`config.mk`:
```
export PLATFORM = sky130hd
export DESIGN_NAME = debug_scan_ctrl
export DESIGN_NICKNAME = d
export VERILOG_FILES = /design/src/rtl/debug_scan_ctrl_pkg.sv /design/src/rtl/debug_scan_ctrl_out_reg.sv /design/src/rtl/debug_scan_ctrl.sv
export SDC_FILE = /design/constraint.sdc
export NUM_CORES = 1
export LEC_CHECK = 0
export CAP_MARGIN = 20
export CORE_AREA = 5 5 79 74
export DETAILED_ROUTE_END_ITERATION = 8
export DIE_AREA = 0 0 84 79
export HOLD_SLACK_MARGIN = 0.1
export PLACE_DENSITY = 0.87
export SETUP_SLACK_MARGIN = 0.4
export SYNTH_ARGS = -nofsm -noshare
export SYNTH_HDL_FRONTEND = slang
export SYNTH_HIERARCHICAL = 1
export SYNTH_SLANG_ARGS = --single-unit
export TNS_END_PERCENT = 5
```
`constraint.sdc`:
```
create_clock -name clk -period 4.95 [get_ports clk]
set_clock_uncertainty 0.15 [all_clocks]
set_input_delay 1.485 -clock clk [delete_from_list [all_inputs] [get_ports clk]]
set_output_delay 1.485 -clock clk [all_outputs]
set_load 0.1 [all_outputs]
```
`src/rtl/debug_scan_ctrl_pkg.sv`:
```
// Shared definitions for the debug-port scan initiator and its output stage.
// Latency: n/a (types, constants and a helper function only).
// Backpressure: n/a.
package debug_scan_ctrl_pkg;

   localparam int DEBUG_DATA_W = 32;

   // Scan FSM state codes.
   localparam logic [2:0] S_IDLE  = 3'd0;
   localparam logic [2:0] S_ISSUE = 3'd1;
   localparam logic [2:0] S_WAIT  = 3'd2;
   localparam logic [2:0] S_SEND  = 3'd3;
   localparam logic [2:0] S_FIN   = 3'd4;

   typedef enum logic [2:0] {
      ST_IDLE  = S_IDLE,
      ST_ISSUE = S_ISSUE,
      ST_WAIT  = S_WAIT,
      ST_SEND  = S_SEND,
      ST_FIN   = S_FIN
   } state_t;

   // Debug address map as seen by the dumper.
   localparam int MAP_REG_BASE  = 0;
   localparam int MAP_REG_LAST  = 31;
   localparam int MAP_RS_BASE   = 32;
   localparam int MAP_RS_LAST   = 63;
   localparam int MAP_DMEM_BASE = 64;
   localparam int MAP_DMEM_LAST = 127;

   typedef enum logic [1:0] {
      RGN_REG  = 2'd0,
      RGN_RS   = 2'd1,
      RGN_DMEM = 2'd2,
      RGN_NONE = 2'd3
   } map_region_t;

   // Classify a debug address so the dumper can label each word.
   function automatic map_region_t map_region(input int unsigned a);
      if (a <= MAP_REG_LAST)                        return RGN_REG;
      if (a >= MAP_RS_BASE && a <= MAP_RS_LAST)     return RGN_RS;
      if (a >= MAP_DMEM_BASE && a <= MAP_DMEM_LAST) return RGN_DMEM;
      return RGN_NONE;
   endfunction

endpackage

```
`src/rtl/debug_scan_ctrl_out_reg.sv`:
```
// One-entry valid/ready holding register for a captured debug word (data, addr, last).
// Latency: load appears on the outputs the next cycle.
// Backpressure: contents held stable while m_valid && !m_ready; a load takes priority over an accept.
module debug_out_reg #(
   parameter int ADDR_WIDTH = 7,
   parameter int DATA_W     = 32
) (
   input  logic                  clk,
   input  logic                  rst,
   input  logic                  load,
   input  logic [DATA_W-1:0]     load_data,
   input  logic [ADDR_WIDTH-1:0] load_addr,
   input  logic                  load_last,
   output logic                  m_valid,
   input  logic                  m_ready,
   output logic [DATA_W-1:0]     m_data,
   output logic [ADDR_WIDTH-1:0] m_addr,
   output logic                  m_last
);

   // Hold one word until the sink accepts it; payload stays put after acceptance.
   always_ff @(posedge clk) begin
      if (rst) begin
         m_valid <= 1'b0;
         m_data  <= '0;
         m_addr  <= '0;
         m_last  <= 1'b0;
      end else if (load) begin
         m_valid <= 1'b1;
         m_data  <= load_data;
         m_addr  <= load_addr;
         m_last  <= load_last;
      end else if (m_valid && m_ready) begin
         m_valid <= 1'b0;
      end
   end

endmodule

```
`src/rtl/debug_scan_ctrl.sv`:
```
// Debug-port scan initiator: halts the core, reads every debug address in order and streams the words out.
// Latency: per word 1 issue cycle + READ_LAT wait cycles + at least 1 send cycle; done pulses the cycle after the last accept.
// Backpressure: m_ready low freezes the scan on the current word; nothing is skipped or repeated.
module debug_scan_ctrl
   import debug_scan_ctrl_pkg::*;
#(
   parameter int ADDR_WIDTH = 7,
   parameter int NUM_WORDS  = 128,
   parameter int READ_LAT   = 1
) (
   input  logic                    clk,
   input  logic                    rst,
   input  logic                    start,
   input  logic                    hold,
   input  logic                    step_req,
   output logic                    debug_en,
   output logic                    debug_step,
   output logic [ADDR_WIDTH-1:0]   debug_addr,
   input  logic [DEBUG_DATA_W-1:0] debug_data,
   output logic                    m_valid,
   input  logic                    m_ready,
   output logic [DEBUG_DATA_W-1:0] m_data,
   output logic [ADDR_WIDTH-1:0]   m_addr,
   output logic                    m_last,
   output logic                    busy,
   output logic                    done
);

   localparam int                    WCNT_W    = $clog2(READ_LAT) + 1;
   localparam logic [ADDR_WIDTH-1:0] LAST_ADDR = ADDR_WIDTH'(NUM_WORDS - 1);
   localparam logic [WCNT_W-1:0]     WCNT_INIT = WCNT_W'(READ_LAT - 1);

   state_t                state;
   logic [ADDR_WIDTH-1:0] addr;
   logic [WCNT_W-1:0]     wcnt;
   logic                  capture;
   logic                  at_last;
   logic                  xfer;

   assign capture = (state == ST_WAIT) && (wcnt == '0);
   assign at_last = (addr == LAST_ADDR);
   assign xfer    = m_valid && m_ready;

   // Scan sequencer; every port it drives is registered and set on entry to the state that owns it.
   always_ff @(posedge clk) begin
      if (rst) begin
         state      <= ST_IDLE;
         addr       <= '0;
         wcnt       <= '0;
         debug_en   <= 1'b0;
         debug_step <= 1'b0;
         debug_addr <= '0;
         busy       <= 1'b0;
         done       <= 1'b0;
      end else begin
         debug_step <= 1'b0;
         done       <= 1'b0;
         case (state)
            ST_IDLE: begin
               if (start) begin
                  // start beats a simultaneous step_req
                  state      <= ST_ISSUE;
                  addr       <= '0;
                  debug_addr <= '0;
                  debug_en   <= 1'b1;
                  busy       <= 1'b1;
               end else begin
                  debug_en <= hold;
                  busy     <= 1'b0;
                  if (step_req && hold) debug_step <= 1'b1;
               end
            end
            ST_ISSUE: begin
               wcnt  <= WCNT_INIT;
               state <= ST_WAIT;
            end
            ST_WAIT: begin
               if (wcnt == '0) state <= ST_SEND;
               else            wcnt  <= wcnt - 1'b1;
            end
            ST_SEND: begin
               if (xfer) begin
                  if (at_last) begin
                     state <= ST_FIN;
                     done  <= 1'b1;
                  end else begin
                     addr       <= addr + 1'b1;
                     debug_addr <= addr + 1'b1;
                     state      <= ST_ISSUE;
                  end
               end
            end
            ST_FIN: begin
               state    <= ST_IDLE;
               busy     <= 1'b0;
               debug_en <= hold;
            end
            default: state <= ST_IDLE;
         endcase
      end
   end

   debug_out_reg #(
      .ADDR_WIDTH (ADDR_WIDTH),
      .DATA_W     (DEBUG_DATA_W)
   ) u_out (
      .clk       (clk),
      .rst       (rst),
      .load      (capture),
      .load_data (debug_data),
      .load_addr (addr),
      .load_last (at_last),
      .m_valid   (m_valid),
      .m_ready   (m_ready),
      .m_data    (m_data),
      .m_addr    (m_addr),
      .m_last    (m_last)
   );

endmodule

```
### Word level (Yosys, flattened, before mapping)

Index checks and enable logic that the tools add are counted.
W data, S select, Z words.

| storage, ports and cells | value |
|---|---|
| flip-flop bits (word level) | 56 |
| bits of input ports | 38 |
| output and inout bits | 52 |

| operators by class | value |
|---|---|
| add/subtract/negate cells | 2 |
| equality and inequality tests | 9 |
| muxes and demuxes | 19 |
| bitwise operators | 4 |
| reduce and logical (&&, ||, !) cells | 12 |

Operators by type and width:

| operator | number |
|---|---|
| $mux W7 | 3 |
| $pmux W7 S2 | 1 |
| $mux W3 | 4 |
| $pmux W3 S4 | 1 |
| $ne A2 B2 Y1 const B | 4 |
| $reduce_bool A2 Y1 | 4 |
| $add A7 B1 Y7 const B | 1 |
| $eq A7 B7 Y1 const B | 1 |
| $mux W1 | 7 |
| $eq A3 B2 Y1 const B | 2 |
| $pmux W1 S2 | 3 |
| $reduce_or A3 Y1 | 2 |
| $not A1 Y1 | 4 |
| $reduce_and A4 Y1 | 1 |
| $eq A3 B1 Y1 const B | 1 |
| $eq A3 B3 Y1 const B | 1 |
| $logic_and A1 B1 Y1 | 3 |
| $logic_not A3 Y1 | 1 |
| $reduce_and A3 Y1 | 1 |
| $sub A1 B1 Y1 const B | 1 |

### Depth between registers and ports, before layout

| depth | value |
|---|---|
| depth in word-level cells | 4 |
| mapped depth | 6 |

### Cells and area by module

Netlist, hierarchy kept.

Modules (own cells, without submodules):

| module | instances | cells each | area each (µm²) | sequential area each (µm²) |
|---|---|---|---|---|
| debug_out_reg | 1 | 134 | 1506.4 | 820.8 |
| debug_scan_ctrl | 1 | 80 | 678.2 | 280.3 |

### Worst setup path after synthesis

No wires, ideal clock.

| timing path | value |
|---|---|
| path kind | input -> register |
| start point | in start |
| end point | reg addr[4] |
| library setup time | 0.070 ns |
| data arrival time | 2.652 ns |
| setup slack | 2.078 ns |
| cell stages on the path | 4 |
| path buffers | 0 |
| cells stage by stage | or3b_4 a21o_1 or4_1 a21boi_1 |

| on the way | value |
|---|---|
| word-level cells in the longest chain between the ends | 2 |

RTL lines:

| item | RTL line | source |
|---|---|---|
| from (decl) | debug_scan_ctrl.sv:13 | `input logic start,` |
| $ne A2 B2 Y1 (no source line) | -- |  |
| $reduce_and A4 Y1 (no source line) | -- |  |
| to (signal assigned) | debug_scan_ctrl.sv:87 | `addr <= addr + 1'b1;` |
| to (decl) | debug_scan_ctrl.sv:34 | `logic [ADDR_WIDTH-1:0] addr;` |

No other way between the ends.
A chain may end at the register's enable or synchronous reset.

==> results.yml <==
logic_synthesis:
  netlist_area_mm2: 0.00218
  async_reset_ff_share_pct: 0
  synth-edff-count: 0
  synth.avg_cell_area_um2: 10.2
  ys_types: 39
  syn_nets: 253
  syn_inst: 214
  yosysWarnings: 6
  seq_area_frac_synth_pct: 50.4
  ys.flop_type: "dfxtp_1"
  synth_seq_cells: 55
setup_path:
  cp_top_family: "buffers and inverters"
  worstPathArrival_ps: 2010
  crit_fanout: 8
  critical_path_class: "reg -> out"
  cp-start-kind: "register"
  path_depth: 1
  worstPathRequired_ps: 3310
  end_kind: "output port"
  r2r_start: "addr[0]$_SDFFE_PP0P_"
  cp_cell_sequence: "clkdlybuf4s50_1"
  cp_slowest_cell: "clkdlybuf4s50_1"
  crit_start: "addr[3]$_SDFFE_PP0P_"
  slowest_delay_ps: 1200
  r2r_cells: 6
  crit_buf_inv: 1
sta:
  setup_violations: 0
  finalSetupTns_ps: 0
  fmax_ghz: 0.275
  rsz0062_at_grt: "no"
  post-route-period-util_pct: 73.6
  period_needed_ps: 3640
  slew_headroom_pct: 33.1
  final-hold-violation-count: 0
  drv_slew: 0
  worstMarginPinSlew_ps: 1000
layout:
  seq_area_mm2: 0.00110
  antenna_cells: 0
  area_growth_syn_to_layout_pct: 42.8
  nets: 338
  drive_above_1_share_pct: 5.00
  final_cell_mix: "88 x clkdlybuf4s50_1, 55 x dfxtp_1, 44 x nor2_1, 40 x mux2i_1, 6 x nand3_1"
  multi_input_area_um2: 941
  nFillCells: 442
  layout_commonest_cell: "clkdlybuf4s50_1"
floorplanning:
  die_area_mm2: 0.00664
  initial_utilization_pct: 43.6
  die_x_um: 84
  coreArea_mm2: 0.00500
  rows: 25
  boundaryPins: 90
  die_h_um: 79
flow_run:
  maxCapViolCount: 0
placement:
  port_buffers: 89
  routabilityCongestion: 0.837
  hpwl_um: 3740
min_path:
  min_path_type: "reg -> reg"
  min_from: "busy$_SDFFE_PP0P_"
  whs_path_depth: 2
pwr:
  power_density_mw_per_mm2: 307
  p_leak_nw: 1.11
  ir_drop_uv: 185
  finalPower_mw: 0.957
clock_tree:
  clkTransAtPathRegs_ps: 100
  numCtsBuffers: 5
  cts_hold_buf: 0
  cts_resized: 0
  clkSinkCount: 55
  htreeDepth: 2
  ctsRootBufferMaster: "clkbuf_8"
  cts.path.max_buffers: 2
  clk_latency_ps: 300
  cts_tree: "yes"
  post_cts_buffers: 0
global_routing:
  grt_use_total_pct: 15.8
  grt_pass1_vias: 1772
  grt_pass1_wl_um: 8530
  overflow: 0
  antenna_found_initial: 0
  grt_max_degree: 48
routing:
  drcViolationCount: 0
  viasPerCell: 4.93
  drtIter0Drc: 94
  dr.pass1.iters: 4
  drtAntennaViolNets: 0
  vias: 1811
  wl_um: 5160
  wl_per_cell_um: 14.1
outcome:
  status: "finished clean"
## cell usage after synthesis, types with 2 or more instances
cell type  instances  area share [%]
nand2b_1           3            0.86
nor2_1            44             7.6
clkbuf_1           3            0.52
nor3_1             5             1.1
buf_6              2             1.0
nand2_1            5            0.86
a21oi_1            4            0.92
buf_2              2            0.46
inv_1              5            0.86
nand3_1            6             1.4
dfxtp_1           55              50
o31ai_1            3             1.0
o21ai_0            3            0.69
nor2_2             3            0.86
or3_1              2            0.57
o211ai_1           3             1.0
buf_12             4             3.7
a31oi_1            2            0.57
mux2i_1           40              18
## power by group
group | switching, mW | leakage [nW] | internal, mW
Sequential | 0.0127 | 0.447 | 0.461
Combinational | 0.171 | 0.619 | 0.0806
Clock | 0.133 | 0.0422 | 0.0997
Total | 0.317 | 1.11 | 0.641
## state kept, by name, summed over array words and instances (netlist names)
signal / flops
u_out/m_data: 32
addr: 7
u_out/m_addr: 7
state: 3
busy: 1
debug_en: 1
debug_step: 1
done: 1
u_out/m_last: 1
u_out/m_valid: 1
## metrics by stage
step	hold WS [ps]	std cells	util [%]	cell area, um^2	setup slack (ps)
finish	346	367	62.3	3120	1310
detailed placement	332	359	60.7	3040	1460
CTS	346	367	62.3	3120	1330
global placement	321	359	60.7	3040	1500
floorplan	373	214	-	2180	2080
global route	381	367	62.3	3120	1270
## area by class of cell
cell class                      instances  share of cell area, %
Clock buffer                            7                   2.45
Clock inverter                          1                  0.160
Inverter                                5                  0.602
Multi-Input combinational cell        142                   30.2
Sequential cell                        55                   35.3
Tap cell                               67                   2.69
Timing Repair Buffer                   90                   28.6
## tightest hold or removal path, delay by kind of cell, from the launching register on
| family | cells | cell delay, ps |
|---|---|---|
| flops | 1 | 320 |
| compound gates | 2 | 140 |
## layer usage
layer	vias to the layer above	global-route usage (%)	share of wire (%)
met1	836	19.2	45
met3	2	6.64	7.7
met2	68	26.6	47
li1	905	-	-
met4	0	2.89	0.31
met5	-	0	0
## final timing paths
check | end | slack [ps]
worst max-delay path | debug_addr[3] | 1310
worst min-delay path | busy$_SDFFE_PP0P_ | 350
worst max register to register | addr[3]$_SDFFE_PP0P_ | 2840
worst min register to register | busy$_SDFFE_PP0P_ | 350
## kinds of logic after synthesis
family | after synthesis | synth area share [%]
compound gates | 24 | 7.50
fa+ha+maj | 1 | 0.573
buf+inv | 17 | 6.76
flops | 55 | 50.4
mux | 40 | 18.3
simple gates | 77 | 16.4
(Power assumes the default switching activity.)
